### src/rtl/mem_arb_pkg.sv
// Shared types for the unified memory-port arbiter: FSM states, port owner and
// the latched memory request.
package mem_arb_pkg;

    typedef enum logic [1:0] {IDLE, BUSY_I, BUSY_D, RESP} arb_state_e;

    typedef enum logic {OWN_I, OWN_D} owner_e;

    typedef struct packed {
        logic        we;
        logic [31:0] addr;
        logic [31:0] wdata;
        logic [3:0]  wstrb;
    } mem_req_t;

    function automatic logic misaligned(input logic [31:0] addr);
        return addr[1:0] != 2'b00;
    endfunction

endpackage

### src/rtl/mem_arb_watchdog.sv
// Memory access watchdog: down-counter loaded while not busy, expires on the
// TIMEOUT_CYCLES-th busy cycle.
module mem_arb_watchdog #(
    parameter int TIMEOUT_CYCLES = 256
) (
    input  logic clk,
    input  logic rst,
    input  logic enable,
    input  logic clear,
    output logic expired
);
    localparam int CW = $clog2(TIMEOUT_CYCLES + 1);
    localparam logic [CW-1:0] LOAD = CW'(TIMEOUT_CYCLES - 1);

    logic [CW-1:0] cnt;

    // Remaining count hits zero in the busy cycle whose ordinal is TIMEOUT_CYCLES.
    always_ff @(posedge clk or negedge rst) begin
        if (!rst)
            cnt <= '0;
        else if (clear)
            cnt <= LOAD;
        else if (enable && cnt != '0)
            cnt <= cnt - CW'(1);
    end

    assign expired = enable && (cnt == '0);

endmodule

### src/rtl/mem_port_arbiter.sv
// Arbitrates the instruction-fetch and data requesters onto one memory port,
// with data priority, bounded instruction starvation and an access watchdog.
module mem_port_arbiter
    import mem_arb_pkg::*;
#(
    parameter int D_STREAK_MAX   = 4,
    parameter int TIMEOUT_CYCLES = 256
) (
    input  logic        clk,
    input  logic        rst,
    input  logic        i_req,
    input  logic [31:0] i_addr,
    output logic [31:0] i_rdata,
    output logic        i_ack,
    output logic        i_err,
    input  logic        d_req,
    input  logic        d_we,
    input  logic [31:0] d_addr,
    input  logic [31:0] d_wdata,
    input  logic [3:0]  d_wstrb,
    output logic [31:0] d_rdata,
    output logic        d_ack,
    output logic        d_err,
    output logic        m_req,
    output logic        m_we,
    output logic [31:0] m_addr,
    output logic [31:0] m_wdata,
    output logic [3:0]  m_wstrb,
    input  logic [31:0] m_rdata,
    input  logic        m_ack,
    input  logic        m_err,
    output logic        busy,
    output logic        timeout
);
    localparam int SW = $clog2(D_STREAK_MAX + 1);
    localparam logic [SW-1:0] STREAK_CAP = SW'(D_STREAK_MAX);

    arb_state_e     state;
    owner_e         owner;
    mem_req_t       lat;
    mem_req_t       sel;
    logic [SW-1:0]  streak;
    logic           grant_d;
    logic           grant_i;
    logic           in_busy;
    logic           wd_expired;
    logic           resp_err;
    logic [31:0]    resp_rdata;

    always_comb begin
        grant_d = d_req && !(i_req && streak == STREAK_CAP);
        grant_i = i_req && !grant_d;
        if (grant_d)
            sel = '{we: d_we, addr: d_addr, wdata: d_wdata, wstrb: (d_we ? d_wstrb : 4'h0)};
        else
            sel = '{we: 1'b0, addr: i_addr, wdata: 32'h0, wstrb: 4'h0};
        // A timed-out access reports an error with zero data.
        resp_err   = m_ack ? m_err : 1'b1;
        resp_rdata = m_ack ? m_rdata : 32'h0;
    end

    assign in_busy = (state == BUSY_I) || (state == BUSY_D);

    mem_arb_watchdog #(.TIMEOUT_CYCLES(TIMEOUT_CYCLES)) u_watchdog (
        .clk     (clk),
        .rst     (rst),
        .enable  (in_busy),
        .clear   (!in_busy),
        .expired (wd_expired)
    );

    always_ff @(posedge clk or negedge rst) begin
        if (!rst) begin
            state   <= IDLE;
            owner   <= OWN_I;
            lat     <= '0;
            streak  <= '0;
            m_req   <= 1'b0;
            i_ack   <= 1'b0;
            i_err   <= 1'b0;
            i_rdata <= '0;
            d_ack   <= 1'b0;
            d_err   <= 1'b0;
            d_rdata <= '0;
            timeout <= 1'b0;
        end else begin
            i_ack   <= 1'b0;
            i_err   <= 1'b0;
            i_rdata <= '0;
            d_ack   <= 1'b0;
            d_err   <= 1'b0;
            d_rdata <= '0;
            case (state)
                IDLE: begin
                    if (!i_req)
                        streak <= '0;
                    if (grant_d || grant_i) begin
                        lat   <= sel;
                        owner <= grant_d ? OWN_D : OWN_I;
                        if (grant_i)
                            streak <= '0;
                        else if (i_req && streak != STREAK_CAP)
                            streak <= streak + SW'(1);
                        // Misaligned grants skip the memory entirely.
                        if (misaligned(sel.addr)) begin
                            state <= RESP;
                            i_ack <= grant_i;
                            i_err <= grant_i;
                            d_ack <= grant_d;
                            d_err <= grant_d;
                        end else begin
                            state <= grant_d ? BUSY_D : BUSY_I;
                            m_req <= 1'b1;
                        end
                    end
                end
                BUSY_I, BUSY_D: begin
                    if (m_ack || wd_expired) begin
                        m_req <= 1'b0;
                        state <= RESP;
                        if (!m_ack)
                            timeout <= 1'b1;
                        if (owner == OWN_D) begin
                            d_ack   <= 1'b1;
                            d_err   <= resp_err;
                            d_rdata <= resp_rdata;
                        end else begin
                            i_ack   <= 1'b1;
                            i_err   <= resp_err;
                            i_rdata <= resp_rdata;
                        end
                    end
                end
                RESP:    state <= IDLE;
                default: state <= IDLE;
            endcase
        end
    end

    assign m_we    = lat.we;
    assign m_addr  = lat.addr;
    assign m_wdata = lat.wdata;
    assign m_wstrb = lat.wstrb;
    assign busy    = (state != IDLE);

endmodule

### config.mk
export PLATFORM = sky130hd
export DESIGN_NAME = mem_port_arbiter
export DESIGN_NICKNAME = d
export VERILOG_FILES = /design/src/rtl/mem_arb_pkg.sv /design/src/rtl/mem_arb_watchdog.sv /design/src/rtl/mem_port_arbiter.sv
export SDC_FILE = /design/constraint.sdc
export NUM_CORES = 1
export LEC_CHECK = 0
export BUFFER_PORTS_ARGS = -buffer_cell sky130_fd_sc_hd__buf_2
export CAP_MARGIN = 25
export CORE_UTILIZATION = 40
export CTS_CLUSTER_DIAMETER = 150
export DETAILED_ROUTE_END_ITERATION = 10
export GPL_TIMING_DRIVEN = 1
export PLACE_DENSITY_LB_ADDON = 0.15
export SLEW_MARGIN = 15
export SYNTH_ARGS = -nofsm -noshare
export SYNTH_HDL_FRONTEND = slang
export SYNTH_SLANG_ARGS = --single-unit
### constraint.sdc
create_clock -name clk -period 4.48 [get_ports clk]
set_input_delay 0.224 -clock clk [delete_from_list [all_inputs] [get_ports clk]]
set_output_delay 0.224 -clock clk [all_outputs]
set_load 0.03 [all_outputs]
==> reports/summary.txt <==
Vias = 4678
root buf cell = clkbuf_16
Final setup viols = 0
Critical Path AT = 2.61 ns
nets = 923
first-pass GRT wire length = 22280 um
initial antenna violation count = 1
DR WL/cell = 15.25 um
Fill cells = 1215
Placer Congestion = 0.7743
Worst-Skew Late Latency = 0.42 ns
Placement Setup Slack = 2.231 ns
routing usage on met2 = 32.76%
DRT iter0 DRCs = 201
Syn Inst Count = 504
Critical Path Fanout Max = 39
Die Y = 122.8 um
worst-margin pin slew = 0.6688 ns
Yosys warning total = 0
largest net degree at the start of global routing = 120
DR vias/cell = 4.813
share of layout cells above drive strength 1 = 40.78%
worst-case clock skew = 0.007091 ns
Area contributors post-synth = dfrtp_1 66%, mux2i_1 5.7%, nand2_1 5.2%
FFs w/ async S/R, synth = 100.0%
die width = 122.8 um
Final ANT Viol Nets = 0
top_reg_cell synth = dfrtp_1
Core ar. = 0.01404 mm2
Fin. Hold Viols = 0
Crit. End Element = register
Num CTS Buffers = 17
Hold Crit Class = input pin to register
reg2reg setup slack = 2.20 ns
post-route setup slack = 2.205 ns
# diodes = 0
Worst VDD drop = 281.1 uV
Cell Area, Synth = 0.005837 mm2
DRC viols = 0
Reg clk slew, reported paths = 0.06 ns
number of global-route vias before repair = 4505
fmax = 0.4395 GHz
syn avg cell area = 11.58 um2
met1 Resource Use GR = 23.76%
post-CTS sizing = 0
most common cell after layout, fill and taps aside = buf_2
syn_nets = 648
Post-CTS Setup Inserts = 0
CP startpoint kind = register
H-tree levels = 4
Longest Clk Path Bufs = 2
critical path data required time = 4.81 ns
commonest cells after routing, fill and taps aside = 277 x buf_2, 154 x dfrtp_1, 80 x nand2_1
RSZ-0062 raised after global routing = false
pwr dens = 738.9 mW/mm2
top cell type's share of synthesized area = 66.02%
setup TNS = 0 ns
CTS tree = done
detailed placement HPWL = 10670 um
grt ovf = 0
area leader, netlist = dfrtp_1
CTS sink cnt = 154
Slew Limit Fails = 0
GR peak layer = met2
die area = 0.01508 mm2
Netlist cell types = 37
Row Count = 43
worst setup path start = state[1]$_DFFE_PN0P_
Pleak = 4.441 nW
area delta synth->final = 37.71%
hold path start = d_wdata[25]
Post-synth EDFFs = 0
Reg-to-Reg Start = state[1]$_DFFE_PN0P_
GRT met3 Usage = 5.762%
fin crit share = 50.79%
status = finished, final reports clean
final WL = 14820 um
reg2reg path depth = 7
Max-slew headroom = 55.31%
Initial Util = 41.57%
Crit Path Class = register to register
I/O Pins = 279
register area share after synthesis = 66.02%
maxcap violations = 0
Final min period = 2.276 ns
r2r endpoint = m_req$_DFFE_PN0P_
Yosys reg bits = 154
worst setup path end = m_req$_DFFE_PN0P_
first drt pass iteration count = 5
gr usage total = 19.68%
number of port buffers = 278
Hold Crit Depth = 2
-- logic make-up (layout without fill, tap and decap cells) --
family                   after synthesis  in the layout  synth area share, %
adder cells (fa/ha/maj)                5              5                1.072
XOR/XNOR                               5              5               0.7504
AO/OA/AOI/OAI                         94             94                11.15
buffers and inverters                 38            326                2.508
AND/OR/NAND/NOR                      174            174                12.65
multiplexers                          34             34                5.852
flip-flops                           154            154                66.02
-- metal layers --
layer / up-vias / share of wire (%)
li1: 2265 / -
met1: 2228 / 40
met2: 159 / 50
met3: 24 / 7.7
met4: 2 / 1.9
met5: - / 0.11
-- synthesized netlist by cell type, types with 2 or more instances --
library cell and count:
dfrtp_1 154, nand2_1 81, nor2_1 71, o21ai_0 40, a22o_1 33, mux2i_1 33, clkbuf_1 21, inv_1 8
nand3_1 7, a21oi_1 6, buf_1 6, ha_1 5, a32o_1 4, buf_2 3, nor2b_1 3, xnor2_1 3
a21o_1 2, a31oi_1 2, nand4b_1 2, o31ai_1 2, xor2_1 2
-- where the power goes --
part           switching, W  total (W)  internal, W
logic               0.00174    0.00247     0.000727
clock network      0.000606    0.00139     0.000785
registers          0.000217    0.00208      0.00186
-- flip-flops by register name, indices dropped and copies added, names as in the netlist --
signal	flops
d_rdata	32
i_rdata	32
m_addr	32
m_wdata	32
u_watchdog.cnt	9
m_wstrb	4
streak	3
state	2
d_ack	1
d_err	1
i_ack	1
i_err	1
m_req	1
m_we	1
owner	1
timeout	1
-- critical path, cell delays in order, from the launching register on --
cell,delay (ns)
dfrtp_1,0.39
inv_1,0.07
ha_1,0.49
and3_1,0.24
buf_4,0.36
o21ai_0,0.24
nand4b_1,0.16
mux2i_1,0.22
-- timing repair --
action                                  in CTS  in global routing
endpoints found under the hold margin        0                 49
endpoints found under the setup margin       0                  0
hold buffers                                 0                  1
-- worst min-delay path by stage --
stage / endpoint / slack [ns]
after floorplan: d_ack$_DFF_PN0_ / -0.07
after global placement: m_addr[7]$_DFFE_PN0P_ / 0.44
after detailed placement: m_addr[7]$_DFFE_PN0P_ / 0.45
after CTS: m_addr[7]$_DFFE_PN0P_ / 0.001
after global routing: m_wdata[25]$_DFFE_PN0P_ / 0.01
final: m_wdata[25]$_DFFE_PN0P_ / 0.03
-- metrics by stage --
step                hold WS (ns)  instance area (um2)  power (W)  std cells  utilization [%]
global placement          0.4390                 7387   0.004523        936            52.61
finish                   0.02943                 8038   0.005939        972            57.24
floorplan               -0.07159                 5837   0.003763        504                -
global route            0.009761                 8038   0.006290        972            57.24
detailed placement        0.4487                 7402   0.004588        937            52.71
CTS                     0.001009                 7980   0.005999        969            56.83
-- final cells by class --
cell class / instances / area [um2] / share of cell area (%)
sequential: 154 / 3854 / 47.95
multi-input combinational: 312 / 1851 / 23.02
timing repair buffer: 286 / 1500 / 18.66
clock buffer: 17 / 425.4 / 5.293
tap: 180 / 225.2 / 2.802
clock inverter: 15 / 152.6 / 1.899
inverter: 8 / 30.03 / 0.3736
No activity file was read; power rests on OpenSTA's default activity.
